<file path="src/rtl/serial_link_pkg.sv">
// -----------------------------------------------------------------------------
// serial_link_pkg
//   Shared definitions for the serial link bring-up sequencer:
//     - bringup_state_e : sequencer FSM states
//     - Ctrl*           : CTRL register values written during bring-up, in order
//     - slink_apb_req_t : default APB request struct  (paddr, pprot, psel,
//                         penable, pwrite, pwdata, pstrb)
//     - slink_apb_rsp_t : default APB response struct (pready, prdata, pslverr)
//     - ctrl_step_data  : maps the 2-bit write step onto its CTRL value
// -----------------------------------------------------------------------------
package serial_link_pkg;

   typedef enum logic [2:0] {
      IDLE,
      WR_SETUP,
      WR_ACCESS,
      SETTLE,
      RD_SETUP,
      RD_ACCESS,
      DONE,
      ERROR
   } bringup_state_e;

   // CTRL sequence: release reset, pulse reset, enable clock, drop isolation.
   localparam logic [31:0] CtrlRstDeassert = 32'h0000_0300;
   localparam logic [31:0] CtrlRstAssert   = 32'h0000_0302;
   localparam logic [31:0] CtrlClkEn       = 32'h0000_0303;
   localparam logic [31:0] CtrlDeisolate   = 32'h0000_0003;

   typedef struct packed {
      logic [31:0] paddr;
      logic [2:0]  pprot;
      logic        psel;
      logic        penable;
      logic        pwrite;
      logic [31:0] pwdata;
      logic [3:0]  pstrb;
   } slink_apb_req_t;

   typedef struct packed {
      logic        pready;
      logic [31:0] prdata;
      logic        pslverr;
   } slink_apb_rsp_t;

   function automatic logic [31:0] ctrl_step_data(input logic [1:0] step);
      logic [31:0] data;
      case (step)
         2'd0:    data = CtrlRstDeassert;
         2'd1:    data = CtrlRstAssert;
         2'd2:    data = CtrlClkEn;
         default: data = CtrlDeisolate;
      endcase
      return data;
   endfunction

endpackage

</file>
<file path="src/rtl/serial_link_bringup_ctrl.sv">
// -----------------------------------------------------------------------------
// serial_link_bringup_ctrl
//   APB master that brings a serial link out of reset and isolation on its own:
//   writes CTRL = 0x300, 0x302, 0x303, waits SettleCycles, writes CTRL = 0x003,
//   then polls ISOLATED until it reads zero (or MaxPolls reads elapse).
//
//   Ports:
//     clk_i      single clock for the sequencer and the APB bus
//     rst_i      synchronous, active-high reset
//     start_i    one-cycle pulse that (re)starts the sequence when not busy
//     busy_o     high while the sequence is running
//     done_o     sticky: link reported de-isolation
//     error_o    sticky: pslverr seen or poll budget exhausted
//     apb_req_o  APB request to the link config port (registered)
//     apb_rsp_i  APB response from the link config port
//
//   Every output is registered and updated together with the state, so each
//   APB transfer takes exactly setup + access (+ slave wait) cycles.
// -----------------------------------------------------------------------------
module serial_link_bringup_ctrl
   import serial_link_pkg::*;
#(
   parameter logic [31:0] CtrlAddr     = 32'h0000_0000,
   parameter logic [31:0] IsolatedAddr = 32'h0000_0004,
   parameter int unsigned SettleCycles = 50,
   parameter int unsigned MaxPolls     = 1024,
   parameter type         apb_req_t    = slink_apb_req_t,
   parameter type         apb_rsp_t    = slink_apb_rsp_t
) (
   input  logic     clk_i,
   input  logic     rst_i,
   input  logic     start_i,
   output logic     busy_o,
   output logic     done_o,
   output logic     error_o,
   output apb_req_t apb_req_o,
   input  apb_rsp_t apb_rsp_i
);

   localparam int SettleW = $clog2(SettleCycles + 1);
   localparam int PollW   = $clog2(MaxPolls + 1);

   bringup_state_e     state;
   logic [1:0]         step;
   logic [SettleW-1:0] settle_cnt;
   logic [PollW-1:0]   poll_cnt;
   logic [PollW-1:0]   poll_nxt;

   // Poll count never exceeds MaxPolls-1 before this increment, so no wrap.
   assign poll_nxt = poll_cnt + 1'b1;

   // Setup-phase request for a CTRL write.
   function automatic apb_req_t wr_setup_req(input logic [31:0] data);
      apb_req_t r;
      r         = '0;
      r.psel    = 1'b1;
      r.pwrite  = 1'b1;
      r.paddr   = CtrlAddr;
      r.pwdata  = data;
      r.pstrb   = 4'hF;
      return r;
   endfunction

   // Setup-phase request for an ISOLATED read.
   function automatic apb_req_t rd_setup_req();
      apb_req_t r;
      r       = '0;
      r.psel  = 1'b1;
      r.paddr = IsolatedAddr;
      return r;
   endfunction

   always_ff @(posedge clk_i) begin
      if (rst_i) begin
         state      <= IDLE;
         step       <= 2'd0;
         settle_cnt <= '0;
         poll_cnt   <= '0;
         busy_o     <= 1'b0;
         done_o     <= 1'b0;
         error_o    <= 1'b0;
         apb_req_o  <= '0;
      end else begin
         case (state)
            // Terminal and idle states share the restart path.
            IDLE, DONE, ERROR: begin
               if (start_i) begin
                  state     <= WR_SETUP;
                  step      <= 2'd0;
                  poll_cnt  <= '0;
                  busy_o    <= 1'b1;
                  done_o    <= 1'b0;
                  error_o   <= 1'b0;
                  apb_req_o <= wr_setup_req(ctrl_step_data(2'd0));
               end
            end

            WR_SETUP: begin
               state             <= WR_ACCESS;
               apb_req_o.penable <= 1'b1;
            end

            WR_ACCESS: begin
               if (apb_rsp_i.pready) begin
                  if (apb_rsp_i.pslverr) begin
                     state     <= ERROR;
                     busy_o    <= 1'b0;
                     error_o   <= 1'b1;
                     apb_req_o <= '0;
                  end else begin
                     case (step)
                        2'd0, 2'd1: begin
                           state     <= WR_SETUP;
                           step      <= step + 2'd1;
                           apb_req_o <= wr_setup_req(ctrl_step_data(step + 2'd1));
                        end
                        2'd2: begin
                           state      <= SETTLE;
                           settle_cnt <= '0;
                           apb_req_o  <= '0;
                        end
                        default: begin
                           state     <= RD_SETUP;
                           apb_req_o <= rd_setup_req();
                        end
                     endcase
                  end
               end
            end

            // Bus idle while the link clock settles; exit after SettleCycles.
            SETTLE: begin
               if (settle_cnt == SettleW'(SettleCycles - 1)) begin
                  state     <= WR_SETUP;
                  step      <= 2'd3;
                  apb_req_o <= wr_setup_req(ctrl_step_data(2'd3));
               end else begin
                  settle_cnt <= settle_cnt + 1'b1;
               end
            end

            RD_SETUP: begin
               state             <= RD_ACCESS;
               apb_req_o.penable <= 1'b1;
            end

            RD_ACCESS: begin
               if (apb_rsp_i.pready) begin
                  if (apb_rsp_i.pslverr) begin
                     state     <= ERROR;
                     busy_o    <= 1'b0;
                     error_o   <= 1'b1;
                     apb_req_o <= '0;
                  end else if (apb_rsp_i.prdata == 32'h0) begin
                     state     <= DONE;
                     busy_o    <= 1'b0;
                     done_o    <= 1'b1;
                     apb_req_o <= '0;
                  end else begin
                     poll_cnt <= poll_nxt;
                     if (poll_nxt == PollW'(MaxPolls)) begin
                        state     <= ERROR;
                        busy_o    <= 1'b0;
                        error_o   <= 1'b1;
                        apb_req_o <= '0;
                     end else begin
                        // Back-to-back re-poll: keep psel, restart setup phase.
                        state             <= RD_SETUP;
                        apb_req_o.penable <= 1'b0;
                     end
                  end
               end
            end

            default: begin
               state     <= IDLE;
               busy_o    <= 1'b0;
               apb_req_o <= '0;
            end
         endcase
      end
   end

endmodule

</file>
<file path="config.mk">
export PLATFORM = sky130hd
export DESIGN_NAME = serial_link_bringup_ctrl
export DESIGN_NICKNAME = d
export VERILOG_FILES = /design/src/rtl/serial_link_pkg.sv /design/src/rtl/serial_link_bringup_ctrl.sv
export SDC_FILE = /design/constraint.sdc
export NUM_CORES = 1
export LEC_CHECK = 0
export CAP_MARGIN = 5
export CORE_AREA = 2 2 81 83
export DETAILED_ROUTE_END_ITERATION = 10
export DIE_AREA = 0 0 83 85
export GPL_TIMING_DRIVEN = 1
export PLACE_DENSITY = 0.89
export SLEW_MARGIN = 10
export SYNTH_ARGS = -nofsm -noshare
export SYNTH_HDL_FRONTEND = slang
export SYNTH_SLANG_ARGS = --single-unit
</file>
<file path="constraint.sdc">
create_clock -name clk_i -period 2.5 [get_ports clk_i]
set_input_delay 0.5 -clock clk_i [delete_from_list [all_inputs] [get_ports clk_i]]
set_output_delay 0.5 -clock clk_i [all_outputs]
set_load 0.005 [all_outputs]
</file>
* After elaboration in Yosys (flattened, before gate mapping)
Cells that the tools add are included.
W data, S select, Z words.
** Storage, ports and cells
- Logic and storage cells :: 125
- Bits in registers :: 99
- Input port bits :: 37
** Operators by class
- Reduce and logical (&&, ||, !) cells :: 20
- $add $sub $neg :: 3
- Multiplexer cells :: 60
- Eq/ne operators :: 28
** Operator list (count)
- $mux W74 :: 6
- $pmux W37 S4 :: 1
- $pmux W36 S4 :: 1
- $pmux W45 S2 :: 1
- $mux W45 :: 1
- $mux W11 :: 4
- $mux W37 :: 1
- $mux W36 :: 1
- $logic_not A32 Y1 :: 1
- $pmux W10 S3 :: 1
- $mux W6 :: 4
- $pmux W11 S2 :: 1
- $mux W3 :: 7
- $ne A2 B2 Y1 const B :: 10
- $pmux W3 S6 :: 1
- $reduce_and A6 Y1 :: 3
- $mux W1 :: 17
- $reduce_and A5 Y1 :: 3
- $eq A3 B3 Y1 const B :: 4
- $mux W2 :: 6
- $pmux W6 S2 :: 1
- $add A11 B1 Y11 const B :: 1
- $eq A11 B11 Y1 const B :: 1
- $reduce_and A7 Y1 :: 1
- other kinds (23) :: 33

* Logic depth before layout (Yosys ltp)
Gate-level depths: netlist (run 1).
- Depth after elaboration :: 7
- Mapped depth :: 9

* Worst setup path after synthesis (run 1)
OpenSTA, ideal clock, no wires.
- Path kind :: register to register
- Start :: register poll_cnt[0]
- End :: register apb_req_o[4] (netlist bit)
- Slack :: 0.312 ns
- Stages on the path, launching flop included :: 8
- Clock period less this slack :: 2.188 ns
- Arrival :: 2.117 ns
- Cells stage by stage :: dfxtp_1 -> ha_1 -> and2_1 -> a311oi_1 -> a31oi_1 -> o311a_4 -> or4_1 -> a21oi_1
** Between the ends
- Cells in the longest elaborated chain, start to end :: 4
** Ends and longest elaborated chain
- start: declaration :: line serial_link_bringup_ctrl.sv:46 : logic [PollW-1:0] poll_cnt;
- start signal: assignment :: line serial_link_bringup_ctrl.sv:160 : poll_cnt <= poll_nxt;
- $add A11 B1 Y11 :: line serial_link_bringup_ctrl.sv:50 : assign poll_nxt = poll_cnt + 1'b1;
- $eq A11 B11 Y1 :: line serial_link_bringup_ctrl.sv:161 : if (poll_nxt == PollW'(MaxPolls)) begin
- $ne A4 B4 Y1 (no source line)
- $reduce_and A6 Y1 (no source line)
- end signal: assignment :: line serial_link_bringup_ctrl.sv:94 : apb_req_o <= wr_setup_req(ctrl_step_data(2'd0));
- end signal: assignment :: line serial_link_bringup_ctrl.sv:115 : apb_req_o <= wr_setup_req(ctrl_step_data(step + 2'd1));
- end signal: assignment :: line serial_link_bringup_ctrl.sv:124 : apb_req_o <= rd_setup_req();
- end: declaration :: line serial_link_bringup_ctrl.sv:36 : output apb_req_t apb_req_o,
Every way passes these cells.
A chain may end at the register's enable or synchronous reset.

* Worst setup path after layout (run 1)
- Start :: register poll_cnt[1]
- End :: register apb_req_o[4] (netlist bit)
The elaborated chain is that of the path after synthesis.

==> run_results.csv, run 1 <==
group,metric,value,unit
worst_setup_path,reg2reg_from,"poll_cnt[1]",
clocking,clockBufferDepth,2,
routing,route.detailed.drc,0,
sta,fin_crit,2330,ps
sta,finalSetupViolCount,0,
grt,grt_pass1_vias,2211,
worst_setup_path,critPathBufInv,0,
worst_setup_path,r2r_slack,170,ps
worst_setup_path,worstRegToRegCells,7,
worst_setup_path,cp_cell_sequence,"ha_1 > and2_2 > and3_4 > a31oi_1 > o311a_4 > or4_1 > a21oi_1",
grt,antenna_found_initial,0,
layout,fillCellCount,593,
place,place_ws,-123,ps
grt,grt_max_degree,19,
sta,rsz0062_at_grt,"no",
clocking,root_buffer,"clkbuf_8",
synthesis,ys_warn_count,0,
routing,drt-wirelength-per-cell,12.7,microns
sta,hold_viol,0,
worst_setup_path,arrival,2570,ps
power,p_per_area,520,nW/um^2
worst_setup_path,required,2740,ps
worst_setup_path,cpPeakStageDelay,470,ps
synthesis,ys.flop_type,"dfxtp_1",
synthesis,seq_area_frac_synth,25.3,%
place,dp_hpwl,4720,microns
worst_setup_path,cpMaxStageDelayCell,"or4_1",
sta,report.final.slew_viol_count,0,
sta,fmax,0.429,GHz
clocking,clk_latency,300,ps
clocking,cts_sinks,32,
synthesis,ys_top_cells_by_count,"buf_4, dfxtp_1, nor2_1",
clocking,tritoncts,"done",
worst_hold_path,hold_end,"apb_req_o[38]",
worst_setup_path,crit_path_start_kind,"flop",
sta,fin_crit_sh,93.2,%
clocking,cts.htree.levels,2,
place,io_buffers,51,
grt,grt_pass1_wl,9780,microns
layout,drive_gt1_share,11.0,%
place,gp_congestion,0.876,
layout,seq_area,641,sq um
power,power_leakage,1.24,nW
worst_setup_path,worstReg2RegEnd,"apb_req_o[4]",
routing,initialDrtViolationCount,196,
sta,clock-skew-final,16.1,ps
status,status,"finished clean",
die,die_h,85,microns
die,initial_utilization,40.8,%
routing,ant_nets,0,
layout,final_area,3070,sq um
synthesis,synthArstFlopShare,0,%
die,core,6200,sq um
grt,grt.overflow.total,0,
sta,setup_slack,170,ps
layout,antennaDiodeCount,0,
routing,first_pass_iters,4,
synthesis,synth_area_leader_cell,"dfxtp_1",
layout,multiInputGateArea,1530,sq um
worst_setup_path,critPathKind,"flop to flop",
sta,worst_slew_pin_slew,533,ps
sta,slew_headroom,64.4,%
synthesis,syn_area,2530,sq um
die,row_count,29,
die,die_w,83,microns
worst_setup_path,crit_family,"simple AND/OR/NAND/NOR gates",
layout,nets,436,
worst_hold_path,whs_path_depth,2,
layout,area_growth,21.3,%
synthesis,yosys-top-cells-area,"dfxtp_1, buf_4, nor2_1",
sta,setup_tns,0,ps
layout,final_util,49.4,%
synthesis,synth_most_common_cell,"buf_4",
routing,via_count,2389,
clocking,clk_pin_slew,80,ps
die,pin_count,114,
grt,grt_use_total,16.7,%
synthesis,ys_seq_elements,32,
synthesis,syn_area_per_cell,7.69,sq um
run,maxCapViolations,0,
worst_hold_path,hp-class,"flop to flop",
synthesis,syn-instance-count,329,
routing,routed_via_density,5.09,
worst_hold_path,hp-start,"apb_req_o[38]",
die,die-area,7060,sq um
clocking,cts_setup_buffers,0,
synthesis,synth_edf_count,0,
power,total_power,1.60,mW
worst_setup_path,cp-end-kind,"flop",
synthesis,yosys.cell_types.count,54,
worst_setup_path,worst-path-max-fanout,6,
clocking,cts_buffers,5,
routing,drt-total-wl,5970,microns
synthesis,synth_top_area_share,25.3,%
clocking,hold_buffers,0,
power,vdd.ir_drop.worst,273,uV
place,placed_area,2980,sq um
-- layer usage --
| metal | vias to the layer above | part of all wire [%] | track usage, % |
|---|---|---|---|
| met5 | - | 0 | 0 |
| met4 | 0 | 1.4 | 5.81 |
| met3 | 9 | 7.8 | 6.42 |
| met2 | 97 | 52 | 29.8 |
| met1 | 1114 | 38 | 18.1 |
| li1 | 1169 | - | - |
-- worst reg2reg max path, cell delays in order (launching register included) --
cell and delay, ps:
dfxtp_1 430, ha_1 260, and2_2 230, and3_4 200, a31oi_1 130, o311a_4 410
or4_1 470, a21oi_1 140
-- cells in the final DEF, fill, tap and decap left out, types with 3 or more instances in the layout --
master	instances
conb_1	62
nand4_1	7
nor3b_1	3
ha_1	8
a22oi_1	3
nand3_1	4
nand2b_1	8
a311oi_1	8
and3_1	3
buf_4	22
nor4_1	9
or4_1	3
nor2_1	32
clkdlybuf4s50_1	51
dfxtp_1	32
nand2_1	22
a31oi_1	8
or2_2	4
clkbuf_8	5
inv_1	9
o21ai_0	17
a21oi_1	19
or3_1	5
xor2_1	4
nor2b_1	4
nor3_1	3
-- registers in the layout, indices dropped and copies added (netlist names) --
register    cells
settle_cnt      6
state           3
apb_req_o       7
error_o         1
poll_cnt       11
step            2
busy_o          1
done_o          1
-- cell type report --
class                      count  share of cell area [%]
inverter                       9                    1.10
sequential                    32                    20.9
clock buffer                   5                    2.24
clock inverter                 3                   0.612
timing repair buffer          73                    22.0
multi-input combinational    270                    50.0
tap                           77                    3.14
-- report_power, final --
part | switching [mW] | internal [mW] | total [mW] | leakage [nW]
sequential | 0.0479 | 0.555 | 0.603 | 0.260
combinational | 0.280 | 0.308 | 0.587 | 0.928
clock | 0.211 | 0.194 | 0.405 | 0.0479
-- kinds of logic after synthesis --
group | after synthesis | synth area share (%)
AOI/OAI and AO/OA | 74 | 19.6
DFF | 32 | 25.3
other | 1 | 0.148
buffers and inverters | 88 | 23.1
adders and majority gates | 8 | 3.96
and+or+nand+nor | 119 | 25.3
xor gates and xnor gates | 5 | 1.73
muxes | 2 | 0.841
-- through the flow --
stage | std cells | hold WS, ps
floorplan | 390 | 460
global placement | 461 | 457
detailed placement | 461 | 475
CTS | 469 | 488
global route | 469 | 516
finish | 469 | 483
-- worst max path at each step --
stage	slack, ps	cells past startpoint	to	from
6_report	170	7	apb_req_o[4]	poll_cnt[1]
3_5_place_dp	-120	7	apb_req_o[4]	apb_rsp_i[17]
5_1_grt	60	7	apb_req_o[4]	poll_cnt[1]
3_3_place_gp	7	7	apb_req_o[4]	apb_rsp_i[6]
2_1_floorplan	310	7	apb_req_o[4]	poll_cnt[0]
4_1_cts	120	7	apb_req_o[4]	poll_cnt[1]
-- timing repair --
| item | 4_1_cts | 5_1_grt |
|---|---|---|
| gates resized for setup | 0 | 1 |
| setup endpoints to repair | 0 | 1 |
| hold endpoints to repair | 0 | 0 |
Power figures use the tool's default switching activity.
==> run 2: changes to the inputs <==
--- a/config.mk
+++ b/config.mk
@@ -10,7 +10,7 @@
 export DETAILED_ROUTE_END_ITERATION = 10
 export DIE_AREA = 0 0 83 85
 export GPL_TIMING_DRIVEN = 1
-export PLACE_DENSITY = 0.89
+export PLACE_DENSITY_LB_ADDON = 0.15
 export SLEW_MARGIN = 10
 export SYNTH_ARGS = -nofsm -noshare
 export SYNTH_HDL_FRONTEND = slang
==> run_results.csv, run 2 (same netlist as run 1, synthesis figures left out) <==
group,metric,value,unit
power,switching_share,31.1,%
die,initial_utilization,40.8,%
layout,fillCellCount,633,
sta,clock-skew-final,9.79,ps
power,power_leakage,1.26,nW
power,clock_power_share,29.2,%
clocking,cts_setup_buffers,0,
worst_setup_path,cp_cell_sequence,"ha_1 > and2_1 > and3_4 > a31oi_1 > o311a_4 > or4_1 > a21oi_1",
clocking,clockBufferDepth,2,
die,pin_count,114,
routing,wl_met1,2500,microns
grt,grt_pass1_vias,2084,
grt,grt_use_total,16.5,%
routing,route.detailed.drc,0,
die,die_h,85,microns
place,io_buffers,51,
layout,area_growth,23.4,%
layout,final_cells,472,
worst_hold_path,hp-class,"flop to flop",
worst_setup_path,arrival,2510,ps
routing,wl_met3,346,microns
sta,finalSetupViolCount,0,
routing,drt-wirelength-per-cell,12.5,microns
worst_setup_path,cpPeakStageDelay,480,ps
layout,top_regs,"poll_cnt (11), apb_req_o (7), settle_cnt (6)",
sta,fin_crit,2300,ps
clocking,cts.htree.levels,2,
sta,fin_crit_sh,92.0,%
layout,seq_area,641,sq um
sta,report.final.slew_viol_count,0,
die,die_w,83,microns
grt,grt_pass1_wl,9630,microns
power,p_seq_share,35.6,%
layout,final_common_cell,"conb_1",
worst_setup_path,required,2710,ps
layout,nets,439,
clocking,tritoncts,"done",
place,gp_congestion,0.817,
routing,met2WireLength,2920,microns
place,dp_hpwl,4640,microns
layout,largest_reg_flops,11,
die,row_count,29,
sta,hold_viol,0,
worst_setup_path,reg2reg_from,"poll_cnt[1]",
grt,grt_max_degree,24,
run,maxCapViolations,0,
layout,largest-register,"poll_cnt",
die,die-area,7060,sq um
routing,initialDrtViolationCount,132,
clocking,root_buffer,"clkbuf_8",
routing,drt-total-wl,5890,microns
layout,drive_gt1_share,11.1,%
sta,rsz0062_at_grt,"no",
power,p_per_area,543,nW/um^2
place,numPlacedInstances,464,
worst_setup_path,critPathBufInv,0,
worst_setup_path,critPathKind,"flop to flop",
layout,final_cell_mix,"conb_1, clkdlybuf4s50_1, nor2_1, dfxtp_1, buf_4",
die,core,6200,sq um
status,status,"finished clean",
layout,multiInputGateArea,1530,sq um
power,power_switching,0.527,mW
worst_setup_path,cpMaxStageDelayCell,"or4_1",
worst_setup_path,crit_family,"simple AND/OR/NAND/NOR gates",
worst_setup_path,crit_start,"poll_cnt[1]",
clocking,hold_buffers,0,
worst_setup_path,cp-end-kind,"flop",
clocking,post_cts_resized,0,
power,p_int,1.17,mW
worst_hold_path,hp-start,"done_o",
sta,setup_tns,0,ps
routing,via_count,2334,
power,vdd.ir_drop.worst,311,uV
routing,routed_via_density,4.94,
clocking,clk_latency,290,ps
grt,grt.overflow.total,0,
clocking,clk_pin_slew,80,ps
routing,highest_layer,"met4",
sta,fmax,0.435,GHz
clocking,cts_buffers,5,
routing,ant_nets,0,
power,power_frac_comb,35.2,%
worst_setup_path,worst-path-max-fanout,6,
layout,antennaDiodeCount,0,
routing,first_pass_iters,4,
worst_setup_path,crit_path_start_kind,"flop",
clocking,cts_sinks,32,
grt,antenna_found_initial,0,
run 2: cell types whose count changed in the layout (fill, tap and decap cells not counted):
cell       delta
bufinv_16     +1
clkinv_2      -1
and2_1        +1
buf_4         +2
clkinv_4      -1
buf_12        +1
clkbuf_1      +1
and2_2        -1
run 2: layout make-up:
| class | instances | area share [%] |
|---|---|---|
| clock inverters | 2 | 1.12 |
| flip-flops and latches | 32 | 20.5 |
| repair buffers | 76 | 22.8 |
| inverters | 9 | 1.08 |
| well taps | 77 | 3.09 |
| clock buffers | 6 | 2.32 |
| multi-input cells | 270 | 49.1 |
run 2: routing by layer:
| metal | up-vias | GRT usage (%) |
|---|---|---|
| li1 | 1176 | - |
| met1 | 1075 | 18.8 |
| met2 | 71 | 29.3 |
| met3 | 12 | 4.86 |
| met4 | 0 | 5.66 |
| met5 | - | 0 |
run 2: power by group through the flow:
| stage | clock (mW) | sequential, mW | combinational (mW) |
|---|---|---|---|
| 2_1_floorplan | 0 | 0.600 | 0.399 |
| 3_3_place_gp | 0 | 0.617 | 0.593 |
| 3_5_place_dp | 0 | 0.617 | 0.595 |
| 4_1_cts | 0.512 | 0.605 | 0.598 |
| 5_1_grt | 0.528 | 0.612 | 0.657 |
| 6_report | 0.494 | 0.604 | 0.596 |
run 2: path summary, 6_finish.rpt:
| kind | end | slack, ps | cells after the start |
|---|---|---|---|
| setup / recovery | apb_req_o[4] | 200 | 7 |
| hold / removal | done_o | 470 | 2 |
| setup reg to reg | apb_req_o[4] | 200 | 7 |
| hold reg to reg | done_o | 470 | 2 |
run 2: per-stage QoR:
step	power (mW)	hold WS, ps	instance area (sq um)	worst slack (ps)	utilization, %
floorplan	0.999	460	2760	312	-
global placement	1.21	463	3010	-31.4	48.6
detailed placement	1.21	464	3010	-60.7	48.6
CTS	1.71	484	3120	201	50.3
global route	1.80	505	3120	70.7	50.3
finish	1.69	471	3120	199	50.3
run 2: worst reg2reg max path, delay by kind of cell, from the launching register on:
kind | cells | cell delay (ps)
flops | 1 | 430
simple gates | 3 | 870
compound gates | 3 | 680
fa+ha+maj | 1 | 250
